===== src/rtl/decoder_cpu_oci_trace_capture_if.sv =====
// Bus bundle for the DCT trace capture buffer: trace input, control levels,
// read-back port and status. The master drives the trace/control side.
interface decoder_cpu_oci_trace_capture_if #(
  parameter int ATOM_W = 2,
  parameter int ATOMS  = 15,
  parameter int CNT_W  = 4,
  parameter int AW     = 4
);
  localparam int FW = ATOM_W * ATOMS;

  logic [FW-1:0]       dct_buffer;
  logic [CNT_W-1:0]    dct_count;
  logic                dct_valid;
  logic                test_ending;
  logic                test_has_ended;
  logic                mode_wrap;
  logic                rd_req;
  logic [FW+CNT_W-1:0] rd_data;
  logic                rd_valid;
  logic [AW:0]         level;
  logic                overflow;
  logic                count_err;
  logic                frozen;
  logic                ended;
  logic [31:0]         total_atoms;

  modport master (
    output dct_buffer, dct_count, dct_valid, test_ending, test_has_ended, mode_wrap, rd_req,
    input  rd_data, rd_valid, level, overflow, count_err, frozen, ended, total_atoms
  );

  modport slave (
    input  dct_buffer, dct_count, dct_valid, test_ending, test_has_ended, mode_wrap, rd_req,
    output rd_data, rd_valid, level, overflow, count_err, frozen, ended, total_atoms
  );
endinterface


===== src/rtl/decoder_cpu_oci_trace_capture.sv =====
// Circular capture buffer for OCI compressed trace frames with stop-on-full or
// keep-newest modes, freeze on test end, and one-frame-per-request read-back.
module decoder_cpu_oci_trace_capture #(
  parameter int ATOM_W = 2,
  parameter int ATOMS  = 15,
  parameter int CNT_W  = 4,
  parameter int AW     = 4
) (
  input logic clk,
  input logic reset,
  decoder_cpu_oci_trace_capture_if.slave bus
);
  localparam int FW    = ATOM_W * ATOMS;
  localparam int DW    = FW + CNT_W;
  localparam int DEPTH = 1 << AW;
  localparam logic [CNT_W-1:0] ATOMS_C = CNT_W'(ATOMS);
  localparam logic [AW:0]      DEPTH_C = (AW+1)'(DEPTH);

  typedef enum logic [1:0] {CAPTURE, FROZEN, ENDED} state_t;
  state_t state_q, state_d;

  logic [DW-1:0]    mem [DEPTH];
  logic [AW-1:0]    wr_ptr, rd_ptr;
  logic [AW:0]      level_q;
  logic [DW-1:0]    rd_data_q;
  logic             rd_valid_q, overflow_q, count_err_q;
  logic [31:0]      total_q;

  logic             full, wr_try, rd_do, clamped, store, wrap_ovw, lost;
  logic [CNT_W-1:0] cnt_c;
  logic [32:0]      total_sum;

  // A read frees a slot in the same edge, so a full buffer only loses data
  // when a write arrives without a companion read.
  always_comb begin
    full      = (level_q == DEPTH_C);
    wr_try    = bus.dct_valid && (bus.dct_count != '0) && (state_q == CAPTURE);
    rd_do     = bus.rd_req && (level_q != '0);
    clamped   = (bus.dct_count > ATOMS_C);
    cnt_c     = clamped ? ATOMS_C : bus.dct_count;
    store     = wr_try && (!full || rd_do || bus.mode_wrap);
    lost      = wr_try && full && !rd_do;
    wrap_ovw  = store && lost;
    total_sum = {1'b0, total_q} + 33'(cnt_c);
  end

  always_comb begin
    state_d = state_q;
    case (state_q)
      CAPTURE: begin
        if (bus.test_has_ended)   state_d = ENDED;
        else if (bus.test_ending) state_d = FROZEN;
      end
      FROZEN: begin
        if (bus.test_has_ended) state_d = ENDED;
      end
      default: state_d = ENDED;
    endcase
  end

  always_ff @(posedge clk) begin
    if (store) mem[wr_ptr] <= {cnt_c, bus.dct_buffer};
  end

  always_ff @(posedge clk or posedge reset) begin
    if (reset) begin
      state_q     <= CAPTURE;
      wr_ptr      <= '0;
      rd_ptr      <= '0;
      level_q     <= '0;
      rd_data_q   <= '0;
      rd_valid_q  <= 1'b0;
      overflow_q  <= 1'b0;
      count_err_q <= 1'b0;
      total_q     <= '0;
    end else begin
      state_q    <= state_d;
      rd_valid_q <= rd_do;
      if (rd_do) rd_data_q <= mem[rd_ptr];
      if (store) wr_ptr <= wr_ptr + AW'(1);
      // A wrap overwrite discards the oldest entry, so the read side advances too.
      if (rd_do || wrap_ovw) rd_ptr <= rd_ptr + AW'(1);
      if (store && !rd_do && !full) level_q <= level_q + (AW+1)'(1);
      else if (rd_do && !store)     level_q <= level_q - (AW+1)'(1);
      if (lost) overflow_q <= 1'b1;
      if (store && clamped) count_err_q <= 1'b1;
      if (store) total_q <= total_sum[32] ? 32'hFFFF_FFFF : total_sum[31:0];
    end
  end

  assign bus.rd_data     = rd_data_q;
  assign bus.rd_valid    = rd_valid_q;
  assign bus.level       = level_q;
  assign bus.overflow    = overflow_q;
  assign bus.count_err   = count_err_q;
  assign bus.frozen      = (state_q != CAPTURE);
  assign bus.ended       = (state_q == ENDED);
  assign bus.total_atoms = total_q;
endmodule

===== src/flat_wrapper.sv =====
// flat-port wrapper written by rule: the top's interface ports become plain ports
module decoder_cpu_oci_trace_capture_flat 
#(
  parameter int ATOM_W = 2,
  parameter int ATOMS  = 15,
  parameter int CNT_W  = 4,
  parameter int AW     = 4
)
  (clk, reset, bus_dct_buffer, bus_dct_count, bus_dct_valid, bus_test_ending, bus_test_has_ended, bus_mode_wrap, bus_rd_req, bus_rd_data, bus_rd_valid, bus_level, bus_overflow, bus_count_err, bus_frozen, bus_ended, bus_total_atoms);
  decoder_cpu_oci_trace_capture_if #(.ATOM_W(ATOM_W), .ATOMS(ATOMS), .CNT_W(CNT_W), .AW(AW)) bus_i ();
  input logic clk;
  input logic reset;
  input wire logic [$bits(bus_i.dct_buffer)-1:0] bus_dct_buffer;
  input wire logic [$bits(bus_i.dct_count)-1:0] bus_dct_count;
  input wire logic [$bits(bus_i.dct_valid)-1:0] bus_dct_valid;
  input wire logic [$bits(bus_i.test_ending)-1:0] bus_test_ending;
  input wire logic [$bits(bus_i.test_has_ended)-1:0] bus_test_has_ended;
  input wire logic [$bits(bus_i.mode_wrap)-1:0] bus_mode_wrap;
  input wire logic [$bits(bus_i.rd_req)-1:0] bus_rd_req;
  output wire logic [$bits(bus_i.rd_data)-1:0] bus_rd_data;
  output wire logic [$bits(bus_i.rd_valid)-1:0] bus_rd_valid;
  output wire logic [$bits(bus_i.level)-1:0] bus_level;
  output wire logic [$bits(bus_i.overflow)-1:0] bus_overflow;
  output wire logic [$bits(bus_i.count_err)-1:0] bus_count_err;
  output wire logic [$bits(bus_i.frozen)-1:0] bus_frozen;
  output wire logic [$bits(bus_i.ended)-1:0] bus_ended;
  output wire logic [$bits(bus_i.total_atoms)-1:0] bus_total_atoms;
  assign bus_i.dct_buffer = bus_dct_buffer;
  assign bus_i.dct_count = bus_dct_count;
  assign bus_i.dct_valid = bus_dct_valid;
  assign bus_i.test_ending = bus_test_ending;
  assign bus_i.test_has_ended = bus_test_has_ended;
  assign bus_i.mode_wrap = bus_mode_wrap;
  assign bus_i.rd_req = bus_rd_req;
  assign bus_rd_data = bus_i.rd_data;
  assign bus_rd_valid = bus_i.rd_valid;
  assign bus_level = bus_i.level;
  assign bus_overflow = bus_i.overflow;
  assign bus_count_err = bus_i.count_err;
  assign bus_frozen = bus_i.frozen;
  assign bus_ended = bus_i.ended;
  assign bus_total_atoms = bus_i.total_atoms;
  decoder_cpu_oci_trace_capture #(.ATOM_W(ATOM_W), .ATOMS(ATOMS), .CNT_W(CNT_W), .AW(AW)) u_core (.clk(clk), .reset(reset), .bus(bus_i));
endmodule

===== config.mk =====
export PLATFORM = sky130hd
export DESIGN_NAME = decoder_cpu_oci_trace_capture_flat
export DESIGN_NICKNAME = d
export VERILOG_FILES = /design/src/rtl/decoder_cpu_oci_trace_capture_if.sv /design/src/rtl/decoder_cpu_oci_trace_capture.sv /design/src/flat_wrapper.sv
export SDC_FILE = /design/constraint.sdc
export NUM_CORES = 1
export LEC_CHECK = 0
export CAP_MARGIN = 20
export CORE_MARGIN = 5
export CORE_UTILIZATION = 30
export DETAILED_ROUTE_END_ITERATION = 7
export HOLD_SLACK_MARGIN = 0.06
export PLACE_DENSITY = 0.56
export SETUP_SLACK_MARGIN = 0.15
export SYNTH_ARGS = -nofsm -noshare
export SYNTH_HDL_FRONTEND = slang
export SYNTH_SLANG_ARGS = --single-unit

===== constraint.sdc =====
create_clock -name clk -period 3.75 [get_ports clk]
set_input_delay 0.75 -clock clk [delete_from_list [all_inputs] [get_ports clk]]
set_output_delay 0.75 -clock clk [all_outputs]
set_load 0.03 [all_outputs]

==> impl_metrics.json <==
{
  "drcViolationCount": 0,
  "vias": 12410,
  "worst-path-max-fanout": 7,
  "hp-class": "register to register",
  "slew_viol_final": 0,
  "crit_top_cell": "a21oi_1",
  "rr_worst_depth": 10,
  "cts_tree": "yes",
  "die_w_um": 295.7,
  "cts_buffers": 70,
  "seq_area_frac_synth": 0.7519,
  "synth_area_per_cell_um2": 20.19,
  "fin_worst_skew_ps": 47.94,
  "synth_cells": 1213,
  "grt_max_degree": 62,
  "synth_nets": 1268,
  "ys_async_sr_fraction": 0.1324,
  "clock_latency_ps": 630,
  "dp_hpwl_um": 34140,
  "clock-sinks": 627,
  "finalSetupViolCount": 0,
  "dieHeight_um": 295.7,
  "cp-startpoint": "u_core.bus.level[0]$_DFFE_PP0P_",
  "cts.path.max_buffers": 3,
  "ys_warn_count": 0,
  "finalNonFillerCells": 2514,
  "cts_root_buf": "clkbuf_16",
  "startpoint_type": "register",
  "cts_setup_buffers": 0,
  "status": "finished clean",
  "routed_wirelength_um": 57860,
  "avgRoutedWirePerCell_um": 23.02,
  "r2r_end": "u_core.bus.level[4]$_DFFE_PP0P_",
  "fmax_mhz": 328.4,
  "synth.ff_latch_count": 627,
  "grt_pass1_wl_um": 86060,
  "antenna_found_initial": 5,
  "cts_resized": 0,
  "synth-edff-count": 544,
  "final.setup.tns_ps": 0,
  "finalNetCount": 1451,
  "htree_levels": 3,
  "powerDensity_nw_per_um2": 683.3,
  "io_buffers": 115,
  "placed_cells": 2384,
  "netlist_area_um2": 24490,
  "arrival_ps": 3540,
  "drv_cap": 0,
  "num_rows": 104,
  "ys_types": 55,
  "coreArea_um2": 80680,
  "yosys_most_used_dff": "edfxtp_1",
  "worst_slew_pin_slew_ps": 687.6,
  "crit_chain": "or4_4 -> mux2i_1 -> nand2_2 -> buf_4 -> fa_1 -> a21o_1 -> a21oi_1 -> or3_1 -> a21oi_1 -> a311o_1",
  "clkTransAtPathRegs_ps": 60,
  "finalPower_w": 0.02031,
  "hold_viol": 0,
  "fin_crit_sh": 0.8120,
  "vdd_drop_max_mv": 0.3737,
  "whs_ps": 457.7,
  "drive_above_1_share": 0.2569,
  "initial_core_util": 0.3035,
  "crit_type": "register to register",
  "grt_pass1_vias": 13150,
  "cts_hold_buffers": 0,
  "die_area_um2": 87440,
  "rsz0062_at_grt": "false",
  "gp_congestion": 0.7785,
  "gr-total-overflow": 0,
  "end_kind": "register",
  "fillCellCount": 7401,
  "ant_nets": 0,
  "relSlewSlack": 0.5405,
  "endpoint": "u_core.bus.level[4]$_DFFE_PP0P_",
  "p_leak_nw": 9.799,
  "worst-endpoint-required_ps": 4240,
  "grt.total_usage": 0.1314,
  "regToRegSetupSlack_ps": 710,
  "max_stage_delay_ps": 650,
  "avgViaCountPerCell": 4.938,
  "syn2layout_area_growth_pct": 21.35,
  "cp_slowest_cell": "or4_4",
  "drt-initial-drc-count": 885,
  "r2r-start": "u_core.bus.level[0]$_DFFE_PP0P_",
  "finalCriticalPeriod_ps": 3045,
  "drt-pass1-iter-count": 5,
  "ioPinCount": 117
}
==> registers in the layout, indices dropped and copies added, names as in the netlist <==
register	count
u_core.mem	544
u_core.state_q	2
u_core.wr_ptr	4
u_core.bus.rd_data	34
u_core.rd_ptr	4
u_core.bus.overflow	1
u_core.bus.level	5
u_core.bus.total_atoms	32
u_core.bus.rd_valid	1
==> stage by stage <==
stage / setup WS [ps] / util / instance area [µm²]
after floorplan: 708.2 / - / 24490
after global placement: 119.8 / 0.3393 / 27370
final: 705.0 / 0.3683 / 29720
after global routing: 585.1 / 0.3683 / 29710
after CTS: 705.0 / 0.3683 / 29710
after detailed placement: 86.53 / 0.3393 / 27370
==> logic make-up after synthesis <==
family,after synthesis,synth area share
buf+inv,72,0.01364
other cells,1,0.0001531
simple gates,157,0.03459
mux,199,0.1518
xor+xnor,32,0.01144
compound gates,111,0.02866
flops,627,0.7519
fa+ha+maj,14,0.007766
==> cells in the final DEF, fill, tap and decap left out, types with 9 or more instances in the layout <==
cell,instances
a21oi_1,37
and2_2,12
buf_12,18
buf_4,42
clkbuf_1,18
clkbuf_16,70
clkdlybuf4s50_1,115
clkinv_2,10
dfrtp_1,80
edfxtp_1,544
ha_1,12
mux2_2,40
mux2i_1,25
mux4_2,134
nand2_1,41
nand3_1,14
nand4_1,17
nor2_1,13
nor3_1,11
nor4_1,11
o22ai_1,45
xnor2_1,23
xor2_1,9
==> synthesized netlist by cell type, types with 6 or more instances <==
library cell,count,share of area
nor3_1,11,0.0022
nand2_1,41,0.0063
mux2_2,40,0.018
a21oi_1,37,0.0076
inv_1,8,0.0012
nand3_1,14,0.0029
and2_1,13,0.0033
dfrtp_1,83,0.085
clkbuf_1,29,0.0044
edfxtp_1,544,0.67
ha_1,12,0.0061
buf_2,24,0.0049
xnor2_1,23,0.0082
nor2_1,14,0.0021
mux4_2,134,0.12
and3_1,7,0.0018
o22ai_1,45,0.011
nand4_1,17,0.0043
nor4_1,11,0.0028
o21ai_0,6,0.0012
xor2_1,9,0.0032
mux2i_1,25,0.010
==> layout make-up <==
cell class                 instances  area, µm²  share of cell area
clock inverter                    34      439.2             0.01478
inverter                           8      32.53            0.001095
clock buffer                      94       1902             0.06400
tap                             1060       1326             0.04463
antenna                            2      5.005           0.0001684
timing repair buffer             175       1827             0.06147
multi-input combinational        514       5764              0.1940
sequential                       627      18420              0.6199
==> routing by layer <==
metal | share of wire | up-vias | global-route usage
li1 | - | 5365 | -
met1 | 0.45 | 6595 | 0.1847
met2 | 0.48 | 367 | 0.2111
met3 | 0.058 | 81 | 0.02876
met4 | 0.017 | 6 | 0.03134
met5 | 0.00081 | - | 0
==> worst min-delay path by stage <==
stage / startpoint / slack (ps) / cells after the start / endpoint
floorplan: u_core.state_q[1]$_DFFE_PP0P_ / 480 / 1 / u_core.state_q[1]$_DFFE_PP0P_
global placement: u_core.bus.overflow$_DFFE_PP0P_ / 440 / 1 / u_core.bus.overflow$_DFFE_PP0P_
detailed placement: u_core.bus.overflow$_DFFE_PP0P_ / 450 / 1 / u_core.bus.overflow$_DFFE_PP0P_
CTS: u_core.bus.overflow$_DFFE_PP0P_ / 460 / 1 / u_core.bus.overflow$_DFFE_PP0P_
global route: u_core.bus.overflow$_DFFE_PP0P_ / 480 / 1 / u_core.bus.overflow$_DFFE_PP0P_
finish: u_core.bus.overflow$_DFFE_PP0P_ / 460 / 1 / u_core.bus.overflow$_DFFE_PP0P_
==> critical path, delay by kind of cell (launching register included) <==
kind / cells / cell delay [ps]
DFF: 1 / 460
buffers and inverters: 1 / 150
muxes: 1 / 210
and+or+nand+nor: 3 / 900
AOI/OAI and AO/OA: 4 / 780
adders and majority gates: 1 / 410
==> where the power goes <==
part	switching, W	internal, W	leakage [nW]
logic	0.00255	0.00254	2.77
clock network	0.00286	0.00405	1.13
registers	0.000456	0.00785	5.90
Note: power is estimated with default switching activity, not from simulation.
